## config.mk

```make
export PLATFORM = sky130hd
export DESIGN_NAME = ahbif
export DESIGN_NICKNAME = d
export VERILOG_FILES = /design/src/rtl/ahbif.sv
export SDC_FILE = /design/constraint.sdc
export NUM_CORES = 1
export LEC_CHECK = 0
export ABC_AREA = 0
export CORE_MARGIN = 2
export CORE_UTILIZATION = 50
export DETAILED_ROUTE_END_ITERATION = 10
export GPL_TIMING_DRIVEN = 0
export PLACE_DENSITY = 0.86
export SYNTH_ARGS = -nofsm -noshare
export SYNTH_HDL_FRONTEND = slang
export SYNTH_SLANG_ARGS = --single-unit
export TNS_END_PERCENT = 100
```

## constraint.sdc

```tcl
create_clock -name HCLK -period 6.2 [get_ports HCLK]
set_clock_uncertainty 0.15 [all_clocks]
set_input_delay 0.93 -clock HCLK [delete_from_list [all_inputs] [get_ports HCLK]]
set_output_delay 0.93 -clock HCLK [all_outputs]
set_load 0.05 [all_outputs]
```

## src/rtl/ahbif.sv

```systemverilog
// rtl/ahbif.sv - AHB bus master interface: request/grant, burst generation, write/read data phases
//
// Turns a simple start/address/size/count request into an AHB burst. The
// address phase is driven from registered outputs; each accepted beat opens a
// data phase on the following cycle. Bursts that would cross a 1 KB boundary,
// or that resume after a grant loss, are issued as INCR.

module ahbif (
  input  logic        HCLK,
  input  logic        HRESETN_N,
  input  logic        I_START,
  input  logic [31:0] I_ADDR,
  input  logic [2:0]  I_SIZE,
  input  logic [4:0]  I_COUNT,
  input  logic        I_WRITE,
  input  logic [31:0] I_WDATA,
  input  logic        I_BUSY,
  input  logic        HGRANT,
  input  logic        HREADY,
  input  logic [31:0] HRDATA,
  output logic        HBUSREQ,
  output logic [31:0] HADDR,
  output logic [1:0]  HTRANS,
  output logic        HWRITE,
  output logic [2:0]  HSIZE,
  output logic [2:0]  HBURST,
  output logic [31:0] HWDATA,
  output logic [31:0] O_RDATA
);

  localparam logic [1:0] T_IDLE   = 2'b00;
  localparam logic [1:0] T_BUSY   = 2'b01;
  localparam logic [1:0] T_NONSEQ = 2'b10;
  localparam logic [1:0] T_SEQ    = 2'b11;

  localparam logic [2:0] B_SINGLE = 3'b000;
  localparam logic [2:0] B_INCR   = 3'b001;
  localparam logic [2:0] B_INCR4  = 3'b011;
  localparam logic [2:0] B_INCR8  = 3'b101;
  localparam logic [2:0] B_INCR16 = 3'b111;

  typedef enum logic [1:0] {
    S_IDLE,
    S_REQ,
    S_ADDR,
    S_DATA
  } state_t;

  state_t      state;
  logic [4:0]  beats_left;   // beats whose address has not yet been accepted
  logic        data_ph;      // current cycle is the data phase of an accepted beat

  logic [2:0]  req_size;
  logic [4:0]  req_count;
  logic [6:0]  req_bytes;
  logic        req_cross;
  logic [2:0]  req_burst;
  logic        beat_accepted;
  logic [31:0] step;
  logic [31:0] next_addr;
  logic [31:0] resume_addr;
  logic [1:0]  resume_trans;

  // Request decode: clamp size/count and pick the burst type, INCR when the span crosses 1 KB
  always_comb begin
    req_size  = (I_SIZE > 3'd2) ? 3'd2 : I_SIZE;
    req_count = (I_COUNT == 5'd0) ? 5'd1 : I_COUNT;
    req_bytes = 7'(req_count) << req_size;
    req_cross = ({1'b0, I_ADDR[9:0]} + {4'b0, req_bytes}) > 11'h400;
    req_burst = B_INCR;
    if (!req_cross) begin
      case (req_count)
        5'd1:    req_burst = B_SINGLE;
        5'd4:    req_burst = B_INCR4;
        5'd8:    req_burst = B_INCR8;
        5'd16:   req_burst = B_INCR16;
        default: req_burst = B_INCR;
      endcase
    end
  end

  // Address stepping: the address of the next slot and whether it restarts at a 1 KB page
  always_comb begin
    beat_accepted = HTRANS[1];
    step          = 32'd1 << HSIZE;
    next_addr     = HADDR + step;
    resume_addr   = beat_accepted ? next_addr : HADDR;
    resume_trans  = (resume_addr[9:0] == 10'd0) ? T_NONSEQ : T_SEQ;
  end

  // Main FSM with registered address-phase outputs
  always_ff @(posedge HCLK or negedge HRESETN_N) begin
    if (!HRESETN_N) begin
      state      <= S_IDLE;
      HBUSREQ    <= 1'b0;
      HADDR      <= 32'd0;
      HTRANS     <= T_IDLE;
      HWRITE     <= 1'b0;
      HSIZE      <= 3'd0;
      HBURST     <= B_SINGLE;
      HWDATA     <= 32'd0;
      beats_left <= 5'd0;
    end else begin
      case (state)
        S_IDLE: begin
          HTRANS <= T_IDLE;
          HWRITE <= 1'b0;
          if (I_START) begin
            state   <= S_REQ;
            HBUSREQ <= 1'b1;
          end
        end
        S_REQ: begin
          if (HGRANT && HREADY) begin
            state      <= S_ADDR;
            HADDR      <= I_ADDR;
            HSIZE      <= req_size;
            HBURST     <= req_burst;
            HWRITE     <= I_WRITE;
            beats_left <= req_count;
            HTRANS     <= T_NONSEQ;
          end
        end
        S_ADDR: begin
          if (HREADY) begin
            if (beat_accepted && HWRITE) begin
              HWDATA <= I_WDATA;
            end
            if (beat_accepted && beats_left == 5'd1) begin
              state   <= S_DATA;
              HTRANS  <= T_IDLE;
              HBUSREQ <= 1'b0;
            end else begin
              if (beat_accepted) begin
                HADDR      <= next_addr;
                beats_left <= beats_left - 5'd1;
              end
              // IDLE inside ADDR means the grant was lost; a regrant restarts as an INCR burst
              if (HTRANS == T_IDLE) begin
                if (HGRANT) begin
                  HTRANS <= T_NONSEQ;
                  HBURST <= B_INCR;
                end
              end else if (!HGRANT) begin
                HTRANS <= T_IDLE;
              end else if (I_BUSY && HBURST != B_SINGLE) begin
                HTRANS <= T_BUSY;
              end else begin
                HTRANS <= resume_trans;
              end
            end
          end
        end
        S_DATA: begin
          if (HREADY) begin
            state  <= S_IDLE;
            HWRITE <= 1'b0;
          end
        end
        default: begin
          state <= S_IDLE;
        end
      endcase
    end
  end

  // Data-phase tracking and read-data capture
  always_ff @(posedge HCLK or negedge HRESETN_N) begin
    if (!HRESETN_N) begin
      data_ph <= 1'b0;
      O_RDATA <= 32'd0;
    end else begin
      if (data_ph && HREADY && !HWRITE) begin
        O_RDATA <= HRDATA;
      end
      if (HREADY) begin
        data_ph <= (state == S_ADDR) && beat_accepted;
      end
    end
  end

endmodule

```

==> out/results.ini, run 1 <==
[min_path]
hold_class = flop to flop

[cts]
post_cts_buffers = 0
cts_num_sinks = 114
h-tree-depth = 4
cts_root_buf = clkbuf_16
ctsHoldBuffers = 0
cts_buffer_depth = 2
cts_tree = done
post_cts_resize_count = 0
cts_made_buffers = 17
clkSlewWorstSetupHoldPaths_ns = 0.05
clk_latency_ns = 0.43

[critical_path]
worstPathMaxFanout = 6
path_class = input port to flop
worst_setup_path_start_kind = input port
cp.arrival_ns = 4.59
cp-end-kind = flop
worstPathRequired_ns = 6.33

[drt]
drtPass1Iterations = 6
viasPerCell = 6.07
ant_nets = 0
vias = 6527
drtIter0Drc = 848
routedWlPerCell_um = 20.3
drcViolationCount = 0
wirelength_mm = 21.9

[sta]
max_freq_ghz = 0.224
timing_hold_violations_final = 0
min_period_ns = 4.46
worst_pin_slew_ns = 0.774
drv_slew = 0
setup_viol = 0
fin_crit_sh = 0.719
setup_tns_ns = 0
timing.slew.headroom = 0.471
rsz0062_at_grt = no

[grt]
grt_use_met3 = 0.0883
busiest_layer = met2
grt_pass1_wl_mm = 34.4
grt_overflow = 0
track_usage = 0.313
grt_pass1_vias = 6517
grtUsageMet1 = 0.358
grt_max_degree = 66
antenna_found_initial = 0
gr-usage-met2 = 0.538

[finish]
fillers = 887
final_cell_mix = 211 x clkdlybuf4s50_1, 114 x dfrtp_1, 65 x mux2_2
drive_gt1_frac = 0.139
area_growth_syn_to_layout_pct = 46.2
regArea_um2 = 2850
final_common_cell = clkdlybuf4s50_1
diodes = 0
multiInputGateArea_um2 = 3450
final_nets = 1025

[yosys]
synth_edf_count = 0
syn-num-nets = 793
yosysWarnings = 0
synth_cells = 659
synth-seq-area-share = 0.434
async_flop_share = 1.00
yosys_register_bits = 114
synthesis.area_um2 = 6570
synth.avg_cell_area_um2 = 9.97
synth_ff_type = dfrtp_1
yosysUniqueCellTypes = 72

[floorplan]
dieHeight_um = 119
start_util = 0.516
core.rowCount = 41
design.core.area_um2 = 12700
die_x_um = 119
dieArea_um2 = 14100
pin_count = 217

[power_and_ir_drop]
total_power_mw = 5.64
p_leak_nw = 4.03
ir_drop_uv = 269
power.density_nw_per_um2 = 587

[outcome]
run_status = completed

[placement]
portBuffers = 212
detailed_place_hpwl_mm = 16.0
globalplace.congestion = 0.909

[flow_run]
cap_viol_max_count = 0

[cell type report]
type | count | area share
multi-input cells | 484 | 0.360
flip-flops and latches | 114 | 0.297
repair buffers | 213 | 0.224
clock buffers | 21 | 0.0490
well taps | 172 | 0.0224
clock inverters | 11 | 0.0209
plain buffers | 38 | 0.0181
inverters | 23 | 0.00899
[cell usage after synthesis, drive strengths merged, types with 6 or more instances]
master | number | area (um2)
dfrtp | 114 | 2850
mux2i | 10 | 100
inv | 23 | 86.3
nor2 | 51 | 196
nor3 | 16 | 91.3
and3 | 12 | 80.1
nand2b | 10 | 62.6
a21oi | 34 | 170
buf | 15 | 87.6
a211oi | 13 | 108
or3 | 13 | 81.3
a311oi | 10 | 87.6
nand3 | 23 | 115
a21o | 6 | 45.0
nand4 | 8 | 50.1
nand2 | 50 | 195
o21ai | 40 | 200
xnor2 | 6 | 52.6
ha | 21 | 263
a2111oi | 6 | 83.8
o22ai | 8 | 50.1
clkbuf | 23 | 86.3
nor2b | 6 | 37.5
mux2 | 65 | 732
[metrics by stage]
stage	utilization	worst slack, ns	cell area, um2	hold slack [ns]	cells
after floorplan	-	2.27	6570	0.300	659
after global placement	0.700	-0.248	8900	0.323	1043
after detailed placement	0.702	1.35	8930	0.342	1044
after CTS	0.755	1.81	9600	0.354	1076
after global routing	0.755	1.50	9600	0.362	1076
final	0.755	1.74	9600	0.352	1076
[per-layer routing]
metal | wire length (um) | vias up
li1 | - | 2906
met4 | 830 | 0
met1 | 7850 | 3107
met5 | 0 | -
met3 | 2080 | 97
met2 | 11100 | 417
[critical path: stages]
cell and delay (ns):
clkdlybuf4s50_1 0.55, nor4_1 0.41, nor2_1 0.13, nor4_1 0.23, ha_1 0.23, inv_1 0.06
fa_1 0.41, nand2b_1 0.16, a21oi_1 0.33, o21ai_0 0.17, a2111o_1 0.36, o31ai_1 0.44
a32oi_1 0.18
[power breakdown]
group          switching, mW  internal, mW
clock                  0.371         0.747
sequential             0.307          1.08
combinational           2.04          1.10
[final timing paths]
path | from | endpoint | slack [ns] | cells past startpoint
setup / recovery | I_COUNT[1] | HBURST[0] | 1.74 | 13
hold / removal | HWDATA[8] | HWDATA[8] | 0.35 | 1
setup reg to reg | HSIZE[1] | HADDR[18] | 2.86 | 11
hold reg to reg | HWDATA[8] | HWDATA[8] | 0.35 | 1
max in group asynchronous | HRESETN_N | HWDATA[4] | 4.75 | 2
min in group asynchronous | HRESETN_N | HADDR[19] | 0.39 | 1
[sequential cells by signal, indices dropped and copies added (netlist names)]
name        cells
HADDR          32
HWDATA         32
HBUSREQ         1
beats_left      5
O_RDATA        32
state           2
HWRITE          1
data_ph         1
HSIZE           3
HBURST          3
HTRANS          2
[logic make-up after synthesis]
family	count (synthesis)	synth area share
xor gates and xnor gates	8	0.0107
and+or+nand+nor	216	0.169
DFF	114	0.434
adders and majority gates	23	0.0461
buffers and inverters	61	0.0396
AOI/OAI and AO/OA	162	0.174
muxes	75	0.127
No activity file was read; power rests on OpenSTA's default activity.
==> inputs of run 2 (changes only) <==
Settings changed: CORE_UTILIZATION 50 to 42, PLACE_DENSITY 0.86 to 0.77.
Clock period 6.2 ns to 3.8 ns, I/O delays scaled along.
==> run 2 against run 1 <==
Compared with the run above:
- sequential share of layout area about the same
- global-route usage down 6.5 points
- clock-buffer cell count down 2
- hold slack about the same
- design area about the same
- final cell count up 3.7%
- critical path depth down 2
- die area up 18%
- largest cell class unchanged
- largest power group unchanged
- highest routed layer unchanged
==> out/results.ini, run 2 (synthesized netlist as in run 1, its figures left out) <==
[placement]
portBuffers = 212  ; unchanged
placed_area_um2 = 8980  ; was 8930 um2
globalplace.congestion = 0.870  ; was 0.909
detailed_place_hpwl_mm = 15.5  ; was 16.0 mm

[power_and_ir_drop]
power.density_nw_per_um2 = 924  ; was 587 nW/um2
ir_drop_uv = 521  ; was 269 uV
total_power_mw = 8.87  ; was 5.64 mW
p_leak_nw = 4.01  ; was 4.03 nW

[critical_path]
worst_setup_path_start_kind = flop  ; was input port
cp-end-kind = flop  ; unchanged
cp.arrival_ns = 3.65  ; was 4.59 ns
worstRegToRegCells = 11  ; unchanged
worstPathMaxFanout = 9  ; was 6
path_class = flop to flop  ; was input port to flop
ff2ff_setup_slack_ns = 0.31  ; was 2.86 ns
cp_num_cells = 11  ; was 13
worstPathRequired_ns = 3.96  ; was 6.33 ns
crit_path_top_delay_cell = fa_1  ; was clkdlybuf4s50_1
crit_start = HSIZE[1]  ; was I_COUNT[1]
path_delay_family = simple AND/OR/NAND/NOR gates  ; was compound AO/OA/AOI/OAI gates
path_cells = clkbuf_1 -> nor3_1 -> ha_1 -> inv_1 -> fa_1 -> nand2b_1 -> a211oi_1 -> o21ai_1 -> nor2_1 -> nand4_1 -> a221oi_1  ; was clkdlybuf4s50_1 -> nor4_1 -> nor2_1 -> nor4_1 -> ha_1 -> inv_1 -> fa_1 -> nand2b_1 -> a21oi_1 -> o21ai_0 -> a2111o_1 -> o31ai_1 -> a32oi_1
cp_num_buf_inv = 2  ; unchanged
slowest_delay_ns = 0.41  ; was 0.55 ns
crit_path_end = HADDR[18]  ; was HBURST[0]
regToRegEndpoint = HADDR[18]  ; unchanged
r2r_start = HSIZE[1]  ; unchanged

[finish]
area_growth_syn_to_layout_pct = 46.1  ; was 46.2%
fin_area_um2 = 9600  ; about the same
final_cell_mix = 210 x clkdlybuf4s50_1, 114 x dfrtp_1, 65 x mux2_2  ; was 211 x clkdlybuf4s50_1, 114 x dfrtp_1, 65 x mux2_2
top_regs = HADDR: 32 flops, HWDATA: 32 flops, O_RDATA: 32 flops  ; unchanged
final_nets = 1026  ; was 1025
drive_gt1_frac = 0.144  ; was 0.139
final_common_cell = clkdlybuf4s50_1  ; unchanged
diodes = 0  ; unchanged

[floorplan]
design.core.area_um2 = 15300  ; was 12700 um2
dieArea_um2 = 16700  ; was 14100 um2
core.rowCount = 45  ; was 41
dieHeight_um = 129  ; was 119 um
die_x_um = 129  ; was 119 um
pin_count = 217  ; unchanged
start_util = 0.430  ; was 0.516

[drt]
drtPass1Iterations = 7  ; was 6
viasPerCell = 5.62  ; was 6.07
wirelength_mm = 20.9  ; was 21.9 mm
routedWlPerCell_um = 18.8  ; was 20.3 um
drt-met1-wl_mm = 8.53  ; was 7.85 mm
ant_nets = 0  ; unchanged
highest_layer = met4  ; unchanged
route.met2.wl_mm = 10.2  ; was 11.1 mm
drcViolationCount = 0  ; unchanged
vias = 6269  ; was 6527
wl_met3_mm = 1.71  ; was 2.08 mm
drtIter0Drc = 450  ; was 848

[sta]
fin_crit_sh = 0.918
worst_pin_slew_ns = 0.842  ; was 0.774 ns
timing.slew.headroom = 0.424  ; was 0.471
rsz0062_at_grt = no  ; unchanged
setup_viol = 0  ; unchanged
holdWs_ns = 0.352  ; about the same
timing_hold_violations_final = 0  ; unchanged
min_period_ns = 3.49
drv_slew = 0  ; unchanged
max_freq_ghz = 0.287

[grt]
grt_max_degree = 64  ; was 66
grt_pass1_wl_mm = 31.8  ; was 34.4 mm
antenna_found_initial = 0  ; unchanged
track_usage = 0.247  ; was 0.313
grt_overflow = 0  ; unchanged
grt_pass1_vias = 5996  ; was 6517

[cts]
clk_latency_ns = 0.42  ; was 0.43 ns
cts_num_sinks = 114  ; unchanged
h-tree-depth = 4  ; unchanged
cts_buffer_depth = 2  ; unchanged
cts_made_buffers = 17  ; unchanged
clkSlewWorstSetupHoldPaths_ns = 0.06  ; was 0.05 ns
cts_root_buf = clkbuf_16  ; unchanged
cts_tree = done  ; unchanged

[flow_run]
cap_viol_max_count = 0  ; unchanged

[min_path]
min_from = HWDATA[24]  ; was HWDATA[8]
hold_class = flop to flop  ; unchanged

[outcome]
run_status = completed  ; unchanged

run 2: worst min-delay path by stage:
stage                  to  depth (start not counted)  slack [ns]
6_report       HWDATA[24]                          1        0.35
5_1_grt           data_ph                          2        0.36
4_1_cts         HWDATA[0]                          1        0.35
3_5_place_dp    HWDATA[0]                          1        0.34
3_3_place_gp      data_ph                          2        0.32
2_1_floorplan    HADDR[0]                          0        0.12
run 2: worst register-to-register path, delay by kind of cell, from the launching register on:
kind                     cells  cell delay [ns]
AND/OR/NAND/NOR              4             1.08
AO/OA/AOI/OAI                3             0.89
flip-flops                   1             0.38
adder cells (fa/ha/maj)      2             0.63
buffers and inverters        2             0.26
run 2: what timing repair did:
| item | 4_1_cts | 5_1_grt |
|---|---|---|
| pin swaps | 0 | 1 |
| gates resized for setup | 2 | 3 |
| setup buffers | 0 | 0 |
| endpoints found under the hold margin | 51 | 0 |
| endpoints found under the setup margin | 3 | 3 |
| hold buffers | 1 | 0 |
run 2: final cells by class:
| cell class | count | area [um2] |
|---|---|---|
| fill | 1243 | 5660 |
| clock buffer | 19 | 453 |
| sequential | 114 | 2850 |
| clock inverter | 13 | 126 |
| timing repair buffer | 214 | 2160 |
| inverter | 23 | 86.3 |
| buffer | 38 | 174 |
| tap | 211 | 264 |
| multi-input combinational | 484 | 3480 |
run 2: metal layers:
metal | vias to the layer above | global-route usage
met2 | 335 | 0.404
met3 | 49 | 0.0533
met5 | - | 0
li1 | 2909 | -
met1 | 2976 | 0.324
met4 | 0 | 0.0953
run 2: stage by stage:
stage	setup slack [ns]	util	TNS [ns]	std cells
final	0.310	0.629	0	1116
after global routing	0.110	0.629	0	1116
after CTS	0.0118	0.628	0	1116
after detailed placement	-0.674	0.589	-1.93	1083
after global placement	-2.62	0.587	-299.02	1082
after floorplan	0.227	-	0	659
run 2: where the power goes:
part           leakage, nW  switching, mW  total, mW  internal, mW
logic                 2.30           3.27       5.06          1.79
clock network        0.278          0.621       1.56         0.944
registers             1.43          0.481       2.24          1.76
total                 4.01           4.37       8.87          4.49
